`config.mk`:
```
export PLATFORM = sky130hd
export DESIGN_NAME = prv_trap_sequencer
export DESIGN_NICKNAME = d
export VERILOG_FILES = /design/src/rtl/prv_trap_sequencer_pkg.sv /design/src/rtl/prv_cause_encoder.sv /design/src/rtl/prv_trap_sequencer.sv
export SDC_FILE = /design/constraint.sdc
export NUM_CORES = 1
export LEC_CHECK = 0
export BUFFER_PORTS_ARGS = -buffer_cell sky130_fd_sc_hd__buf_2
export CELL_PAD_IN_SITES_DETAIL_PLACEMENT = 0
export CELL_PAD_IN_SITES_GLOBAL_PLACEMENT = 1
export CORE_UTILIZATION = 27
export CTS_CLUSTER_SIZE = 14
export DETAILED_ROUTE_END_ITERATION = 12
export PLACE_DENSITY = 0.82
export SYNTH_ARGS = -nofsm -noshare
export SYNTH_HDL_FRONTEND = slang
export SYNTH_HIERARCHICAL = 1
export SYNTH_SLANG_ARGS = --single-unit
```
`constraint.sdc`:
```
create_clock -name CLK -period 2.1 [get_ports CLK]
set_clock_uncertainty 0.15 [all_clocks]
set_input_delay 0.105 -clock CLK [delete_from_list [all_inputs] [get_ports CLK]]
set_output_delay 0.105 -clock CLK [all_outputs]
set_load 0.01 [all_outputs]
```
`src/rtl/prv_trap_sequencer_pkg.sv`:
```
// Shared privilege definitions for the machine-mode trap/return sequencer:
// FSM state type, mcause codes and bit positions inside exc_vec / irq_vec.
package prv_trap_sequencer_pkg;

    localparam int CAUSE_W = 5;
    localparam int EXC_W   = 9;
    localparam int IRQ_W   = 3;

    typedef enum logic [2:0] {
        ST_IDLE      = 3'd0,
        ST_TRAP_WAIT = 3'd1,
        ST_TRAP_GO   = 3'd2,
        ST_RET_WAIT  = 3'd3,
        ST_RET_GO    = 3'd4
    } trap_state_t;

    // Exception cause codes (mcause[31] = 0)
    localparam logic [CAUSE_W-1:0] CAUSE_MAL_INSN   = 5'd0;
    localparam logic [CAUSE_W-1:0] CAUSE_FAULT_INSN = 5'd1;
    localparam logic [CAUSE_W-1:0] CAUSE_ILLEGAL    = 5'd2;
    localparam logic [CAUSE_W-1:0] CAUSE_BREAKPOINT = 5'd3;
    localparam logic [CAUSE_W-1:0] CAUSE_MAL_L      = 5'd4;
    localparam logic [CAUSE_W-1:0] CAUSE_FAULT_L    = 5'd5;
    localparam logic [CAUSE_W-1:0] CAUSE_MAL_S      = 5'd6;
    localparam logic [CAUSE_W-1:0] CAUSE_FAULT_S    = 5'd7;
    localparam logic [CAUSE_W-1:0] CAUSE_ENV_M      = 5'd11;

    // Interrupt cause codes (mcause[31] = 1)
    localparam logic [CAUSE_W-1:0] CAUSE_IRQ_SOFT   = 5'd3;
    localparam logic [CAUSE_W-1:0] CAUSE_IRQ_TIMER  = 5'd7;
    localparam logic [CAUSE_W-1:0] CAUSE_IRQ_EXT    = 5'd11;

    // Bit positions in exc_vec; lowest index is highest priority
    localparam int EXC_IDX_FAULT_INSN = 0;
    localparam int EXC_IDX_MAL_INSN   = 1;
    localparam int EXC_IDX_ILLEGAL    = 2;
    localparam int EXC_IDX_BREAKPOINT = 3;
    localparam int EXC_IDX_ENV_M      = 4;
    localparam int EXC_IDX_MAL_S      = 5;
    localparam int EXC_IDX_MAL_L      = 6;
    localparam int EXC_IDX_FAULT_S    = 7;
    localparam int EXC_IDX_FAULT_L    = 8;

    // Bit positions in irq_vec / mie_en
    localparam int EXC_IDX_SOFT_INT   = 0;
    localparam int EXC_IDX_TIMER_INT  = 1;
    localparam int EXC_IDX_EXT_INT    = 2;

    // Address-related exceptions report the faulting address in mtval
    function automatic logic cause_has_tval(input logic [CAUSE_W-1:0] code);
        case (code)
            CAUSE_MAL_INSN, CAUSE_FAULT_INSN,
            CAUSE_MAL_L, CAUSE_FAULT_L,
            CAUSE_MAL_S, CAUSE_FAULT_S: return 1'b1;
            default:                    return 1'b0;
        endcase
    endfunction

endpackage

```
`src/rtl/prv_cause_encoder.sv`:
```
// Combinational trap-cause priority encoder: synchronous exceptions first,
// then globally and individually enabled interrupts.
module prv_cause_encoder
    import prv_trap_sequencer_pkg::*;
(
    input  logic [EXC_W-1:0]   exc_vec,
    input  logic [IRQ_W-1:0]   irq_vec,
    input  logic [IRQ_W-1:0]   mie_en,
    input  logic               mstatus_mie,
    output logic               valid,
    output logic               is_int,
    output logic [CAUSE_W-1:0] code
);

    logic [IRQ_W-1:0] pending;

    always_comb begin
        valid   = 1'b0;
        is_int  = 1'b0;
        code    = '0;
        pending = irq_vec & mie_en;

        if (exc_vec != '0) begin
            valid = 1'b1;
            if      (exc_vec[EXC_IDX_FAULT_INSN]) code = CAUSE_FAULT_INSN;
            else if (exc_vec[EXC_IDX_MAL_INSN])   code = CAUSE_MAL_INSN;
            else if (exc_vec[EXC_IDX_ILLEGAL])    code = CAUSE_ILLEGAL;
            else if (exc_vec[EXC_IDX_BREAKPOINT]) code = CAUSE_BREAKPOINT;
            else if (exc_vec[EXC_IDX_ENV_M])      code = CAUSE_ENV_M;
            else if (exc_vec[EXC_IDX_MAL_S])      code = CAUSE_MAL_S;
            else if (exc_vec[EXC_IDX_MAL_L])      code = CAUSE_MAL_L;
            else if (exc_vec[EXC_IDX_FAULT_S])    code = CAUSE_FAULT_S;
            else                                  code = CAUSE_FAULT_L;
        end else if (mstatus_mie && (pending != '0)) begin
            valid  = 1'b1;
            is_int = 1'b1;
            if      (pending[EXC_IDX_EXT_INT])    code = CAUSE_IRQ_EXT;
            else if (pending[EXC_IDX_SOFT_INT])   code = CAUSE_IRQ_SOFT;
            else                                  code = CAUSE_IRQ_TIMER;
        end
    end

endmodule

```
`src/rtl/prv_trap_sequencer.sv`:
```
// Machine-mode trap/mret sequencer: latch cause, wait for pipeline drain,
// then pulse the CSR update and PC redirect. Define PRV_VECTORED_INT_EN for
// vectored interrupt targets when mtvec[1:0] == 2'b01.
module prv_trap_sequencer
    import prv_trap_sequencer_pkg::*;
#(
    parameter int RV_XLEN = 32
) (
    input  logic               CLK,
    input  logic               RST,
    input  logic [EXC_W-1:0]   exc_vec,
    input  logic               ret,
    input  logic               pipe_clear,
    input  logic [RV_XLEN-1:0] epc,
    input  logic [RV_XLEN-1:0] badaddr,
    input  logic [IRQ_W-1:0]   irq_vec,
    input  logic               mstatus_mie,
    input  logic [IRQ_W-1:0]   mie_en,
    input  logic [RV_XLEN-1:0] mtvec,
    input  logic [RV_XLEN-1:0] mepc_r,
    output logic               insert_pc,
    output logic [RV_XLEN-1:0] priv_pc,
    output logic               intr,
    output logic               trap_we,
    output logic               mret_we,
    output logic [RV_XLEN-1:0] mepc_w,
    output logic [RV_XLEN-1:0] mcause_w,
    output logic [RV_XLEN-1:0] mtval_w,
    output logic               busy
);

    trap_state_t        state_q,  state_d;
    logic               int_q,    int_d;
    logic [CAUSE_W-1:0] code_q,   code_d;
    logic [RV_XLEN-1:0] epc_q,    epc_d;
    logic [RV_XLEN-1:0] tval_q,   tval_d;

    logic               enc_valid;
    logic               enc_is_int;
    logic [CAUSE_W-1:0] enc_code;
    logic [RV_XLEN-1:0] trap_base;
    logic [RV_XLEN-1:0] trap_target;

    prv_cause_encoder u_cause_encoder (
        .exc_vec     (exc_vec),
        .irq_vec     (irq_vec),
        .mie_en      (mie_en),
        .mstatus_mie (mstatus_mie),
        .valid       (enc_valid),
        .is_int      (enc_is_int),
        .code        (enc_code)
    );

    assign trap_base = mtvec & ~RV_XLEN'(3);

`ifdef PRV_VECTORED_INT_EN
    always_comb begin
        trap_target = trap_base;
        if (int_q && (mtvec[1:0] == 2'b01)) begin
            trap_target = trap_base + RV_XLEN'({code_q, 2'b00});
        end
    end
`else
    assign trap_target = trap_base;
`endif

    always_ff @(posedge CLK) begin
        if (RST) begin
            state_q <= ST_IDLE;
            int_q   <= 1'b0;
            code_q  <= '0;
            epc_q   <= '0;
            tval_q  <= '0;
        end else begin
            state_q <= state_d;
            int_q   <= int_d;
            code_q  <= code_d;
            epc_q   <= epc_d;
            tval_q  <= tval_d;
        end
    end

    always_comb begin
        state_d   = state_q;
        int_d     = int_q;
        code_d    = code_q;
        epc_d     = epc_q;
        tval_d    = tval_q;

        insert_pc = 1'b0;
        priv_pc   = '0;
        intr      = 1'b0;
        trap_we   = 1'b0;
        mret_we   = 1'b0;
        mepc_w    = '0;
        mcause_w  = '0;
        mtval_w   = '0;
        busy      = (state_q != ST_IDLE);

        case (state_q)
            ST_IDLE: begin
                // Exceptions/interrupts win over a simultaneous mret
                if (enc_valid) begin
                    state_d = ST_TRAP_WAIT;
                    int_d   = enc_is_int;
                    code_d  = enc_code;
                    epc_d   = epc;
                    tval_d  = (!enc_is_int && cause_has_tval(enc_code)) ? badaddr : '0;
                end else if (ret) begin
                    state_d = ST_RET_WAIT;
                end
            end
            ST_TRAP_WAIT: begin
                intr = int_q;
                if (pipe_clear) state_d = ST_TRAP_GO;
            end
            ST_TRAP_GO: begin
                intr      = int_q;
                trap_we   = 1'b1;
                insert_pc = 1'b1;
                priv_pc   = trap_target;
                mepc_w    = epc_q;
                mcause_w  = {int_q, {(RV_XLEN-1-CAUSE_W){1'b0}}, code_q};
                mtval_w   = tval_q;
                state_d   = ST_IDLE;
            end
            ST_RET_WAIT: begin
                if (pipe_clear) state_d = ST_RET_GO;
            end
            ST_RET_GO: begin
                mret_we   = 1'b1;
                insert_pc = 1'b1;
                priv_pc   = mepc_r;
                state_d   = ST_IDLE;
            end
            default: begin
                state_d = ST_IDLE;
            end
        endcase
    end

endmodule

```
==> impl_metrics.json <==
{
  "finalCriticalPeriod_ns": 1.987,
  "critPathMaxStageDelay_ns": 0.40,
  "slew_viol_final": 0,
  "place_hpwl_um": 8793,
  "drt_iter0_drc": 149,
  "diodes": 0,
  "io_pins": 281,
  "final_area_um2": 6266,
  "port_buffers": 252,
  "critPathSlowestCell": "dfxtp_2",
  "grt_max_degree": 58,
  "clock-sinks": 73,
  "syn_avg_cell_area_um2": 7.704,
  "grt_pass1_wl_um": 20070,
  "fin_setup_tns_ns": 0,
  "yosysSeqAreaShare": 0.3779,
  "ys_ff_latch": 73,
  "drc": 0,
  "die_h_um": 121.7,
  "r2r_cells": 4,
  "routedWlPerCell_um": 13.41,
  "floorplan.initialDensity": 0.2775,
  "antenna_left": 0,
  "viasPerCell": 4.537,
  "synth_cells": 502,
  "place_congestion": 0.8173,
  "p_per_area_nw_per_um2": 639.8,
  "crit_chain": "buf_4 > nor2_1 > and2_1 > buf_6 > or2_2 > buf_2",
  "area_growth_pct": 62.02,
  "maxCapViolations": 0,
  "crit_family": "simple AND/OR/NAND/NOR gates",
  "holdPathStages": 2,
  "clockRootBuffer": "clkbuf_16",
  "hold_class": "primary input to flip-flop",
  "total_power_w": 0.004009,
  "grt_overflow_total": 0,
  "critPathBufInv": 3,
  "antenna_found_initial": 0,
  "vias": 4478,
  "fin_nets": 950,
  "place_area_um2": 5254,
  "dr.pass1.iters": 4,
  "grt_pass1_vias": 4117,
  "setup_viol": 0,
  "syn_area_um2": 3867,
  "cts_made_buffers": 9,
  "status": "completed",
  "crit_path_end_kind": "output pin",
  "path_clk_slew_ns": 0.06,
  "synth_cell_type_count": 37,
  "rows": 43,
  "insertion_delay_ns": 0.33,
  "die-width_um": 121.7,
  "crit_path_start_kind": "flip-flop",
  "cp.arrival_ns": 1.73,
  "max_freq_mhz": 503.2,
  "ir_drop_mv": 0.5346,
  "dieArea_um2": 14810,
  "placed_cells_incl_taps": 903,
  "final_cell_count_no_fill": 987,
  "cp_max_fo": 19,
  "synth-warning-count": 6,
  "track_usage": 0.1717,
  "crit_required_ns": 1.85,
  "cts_buffer_depth": 2,
  "hold_violations": 0,
  "utilization": 0.4497,
  "cts_tree": "done",
  "cp.depth": 6,
  "coreArea_um2": 13930,
  "routed_wl_um": 13230,
  "layout-drive-gt1-share": 0.3680,
  "finalCritPeriodShare": 0.9464,
  "fill_cells": 1446,
  "htreeDepth": 3,
  "rsz0062_at_grt": "no",
  "p_leak_nw": 3.087,
  "worstSetupPathType": "flip-flop to output pin"
}
==> cells in the mapped netlist <==
library cell | number | share of area
a211o_1 | 1 | 0.0023
o2111ai_1 | 1 | 0.0023
and2_1 | 71 | 0.11
a221oi_1 | 1 | 0.0023
xnor2_1 | 1 | 0.0023
dfxtp_1 | 73 | 0.38
nor4b_4 | 1 | 0.0061
o31ai_1 | 1 | 0.0019
nor3_1 | 3 | 0.0039
or4b_1 | 1 | 0.0026
nor3b_1 | 2 | 0.0039
buf_2 | 15 | 0.019
clkbuf_1 | 25 | 0.024
nor4_1 | 1 | 0.0016
nor2_1 | 4 | 0.0039
o21ai_0 | 1 | 0.0013
nor4_2 | 2 | 0.0065
or2_2 | 1 | 0.0016
a22oi_1 | 1 | 0.0019
a21boi_0 | 1 | 0.0019
inv_1 | 2 | 0.0019
o31a_1 | 1 | 0.0023
nand4_1 | 34 | 0.055
nand2_1 | 110 | 0.11
conb_1 | 2 | 0.0019
buf_6 | 4 | 0.012
buf_4 | 30 | 0.058
or3_1 | 1 | 0.0016
a21oi_1 | 71 | 0.092
o21a_1 | 1 | 0.0019
a2111oi_0 | 1 | 0.0023
and3_1 | 2 | 0.0032
a222oi_1 | 1 | 0.0026
a22o_1 | 30 | 0.068
nand2b_1 | 3 | 0.0049
nand3_1 | 1 | 0.0013
a211oi_1 | 1 | 0.0019
==> flip-flops by register name, indices dropped and copies added (netlist names) <==
register	cells
code_q	5
epc_q	32
state_q	3
int_q	1
tval_q	32
==> kinds of logic after synthesis <==
logic type,count (synthesis),synth area share
other,2,0.001942
xor gates and xnor gates,1,0.002265
buffers and inverters,76,0.1155
and+or+nand+nor,237,0.3177
DFF,73,0.3779
AOI/OAI and AO/OA,113,0.1847
==> per-stage QoR <==
stage	setup slack, ns	hold WS (ns)
after detailed placement	0.09702	0.1996
final	0.1126	0.005106
after floorplan	0.3451	0.09096
after global placement	0.09827	0.1973
after global routing	0.02032	0.01426
after CTS	0.05736	0.01340
==> final cells by class <==
| class | count | area [um^2] | share of cell area |
|---|---|---|---|
| Timing Repair Buffer | 338 | 2193 | 0.3500 |
| Multi-Input combinational cell | 378 | 2069 | 0.3303 |
| Sequential cell | 73 | 1464 | 0.2336 |
| Clock buffer | 11 | 252.7 | 0.04034 |
| Tap cell | 180 | 225.2 | 0.03594 |
| Clock inverter | 5 | 53.80 | 0.008586 |
| Inverter | 2 | 7.507 | 0.001198 |
==> power breakdown <==
group | leakage, nW | internal, W | switching [W] | total, W
combinational | 2.33 | 0.000427 | 0.000472 | 0.000898
sequential | 0.599 | 0.00149 | 0.0000483 | 0.00154
clock | 0.155 | 0.000980 | 0.000591 | 0.00157
total | 3.09 | 0.00290 | 0.00111 | 0.00401
==> final timing paths <==
path / to / slack (ns) / start
worst max register to register: tval_q[20] / 0.33 / state_q[1]
worst max-delay path: insert_pc / 0.11 / state_q[0]
worst min register to register: tval_q[26] / 0.29 / tval_q[26]
worst min-delay path: epc_q[25] / 0.005 / RST
==> cells in the final DEF, fill, tap and decap left out, types with 2 or more instances in the layout <==
cell,Yosys,layout
dlygate4sd3_1,0,66
conb_1,2,27
nor4_2,2,2
buf_12,0,8
and3_1,2,2
clkbuf_16,0,10
nand2b_1,3,3
dfxtp_2,0,2
clkinv_2,0,3
a21oi_1,71,71
nor2_1,4,4
a22o_1,30,30
nand2_1,110,110
inv_1,2,2
dfxtp_1,73,71
nand4_1,34,34
buf_2,15,252
and2_1,71,71
nor3_1,3,2
buf_4,30,10
clkbuf_8,0,2
==> layer usage <==
metal,up-vias,global-route usage,wire (um)
met2,155,0.2908,6302
li1,2266,-,-
met5,-,0,0
met1,2040,0.2071,5830
met4,0,0.05324,240
met3,17,0.05197,858
==> repair_timing <==
| item | 4_1_cts | 5_1_grt |
|---|---|---|
| pin swaps | 0 | 1 |
| setup endpoints to repair | 75 | 4 |
| gates cloned | 0 | 1 |
| gates resized for setup | 3 | 1 |
| hold endpoints to repair | 67 | 0 |
| setup buffers | 0 | 1 |
| hold buffers | 66 | 0 |
No activity file was read; power rests on OpenSTA's default activity.
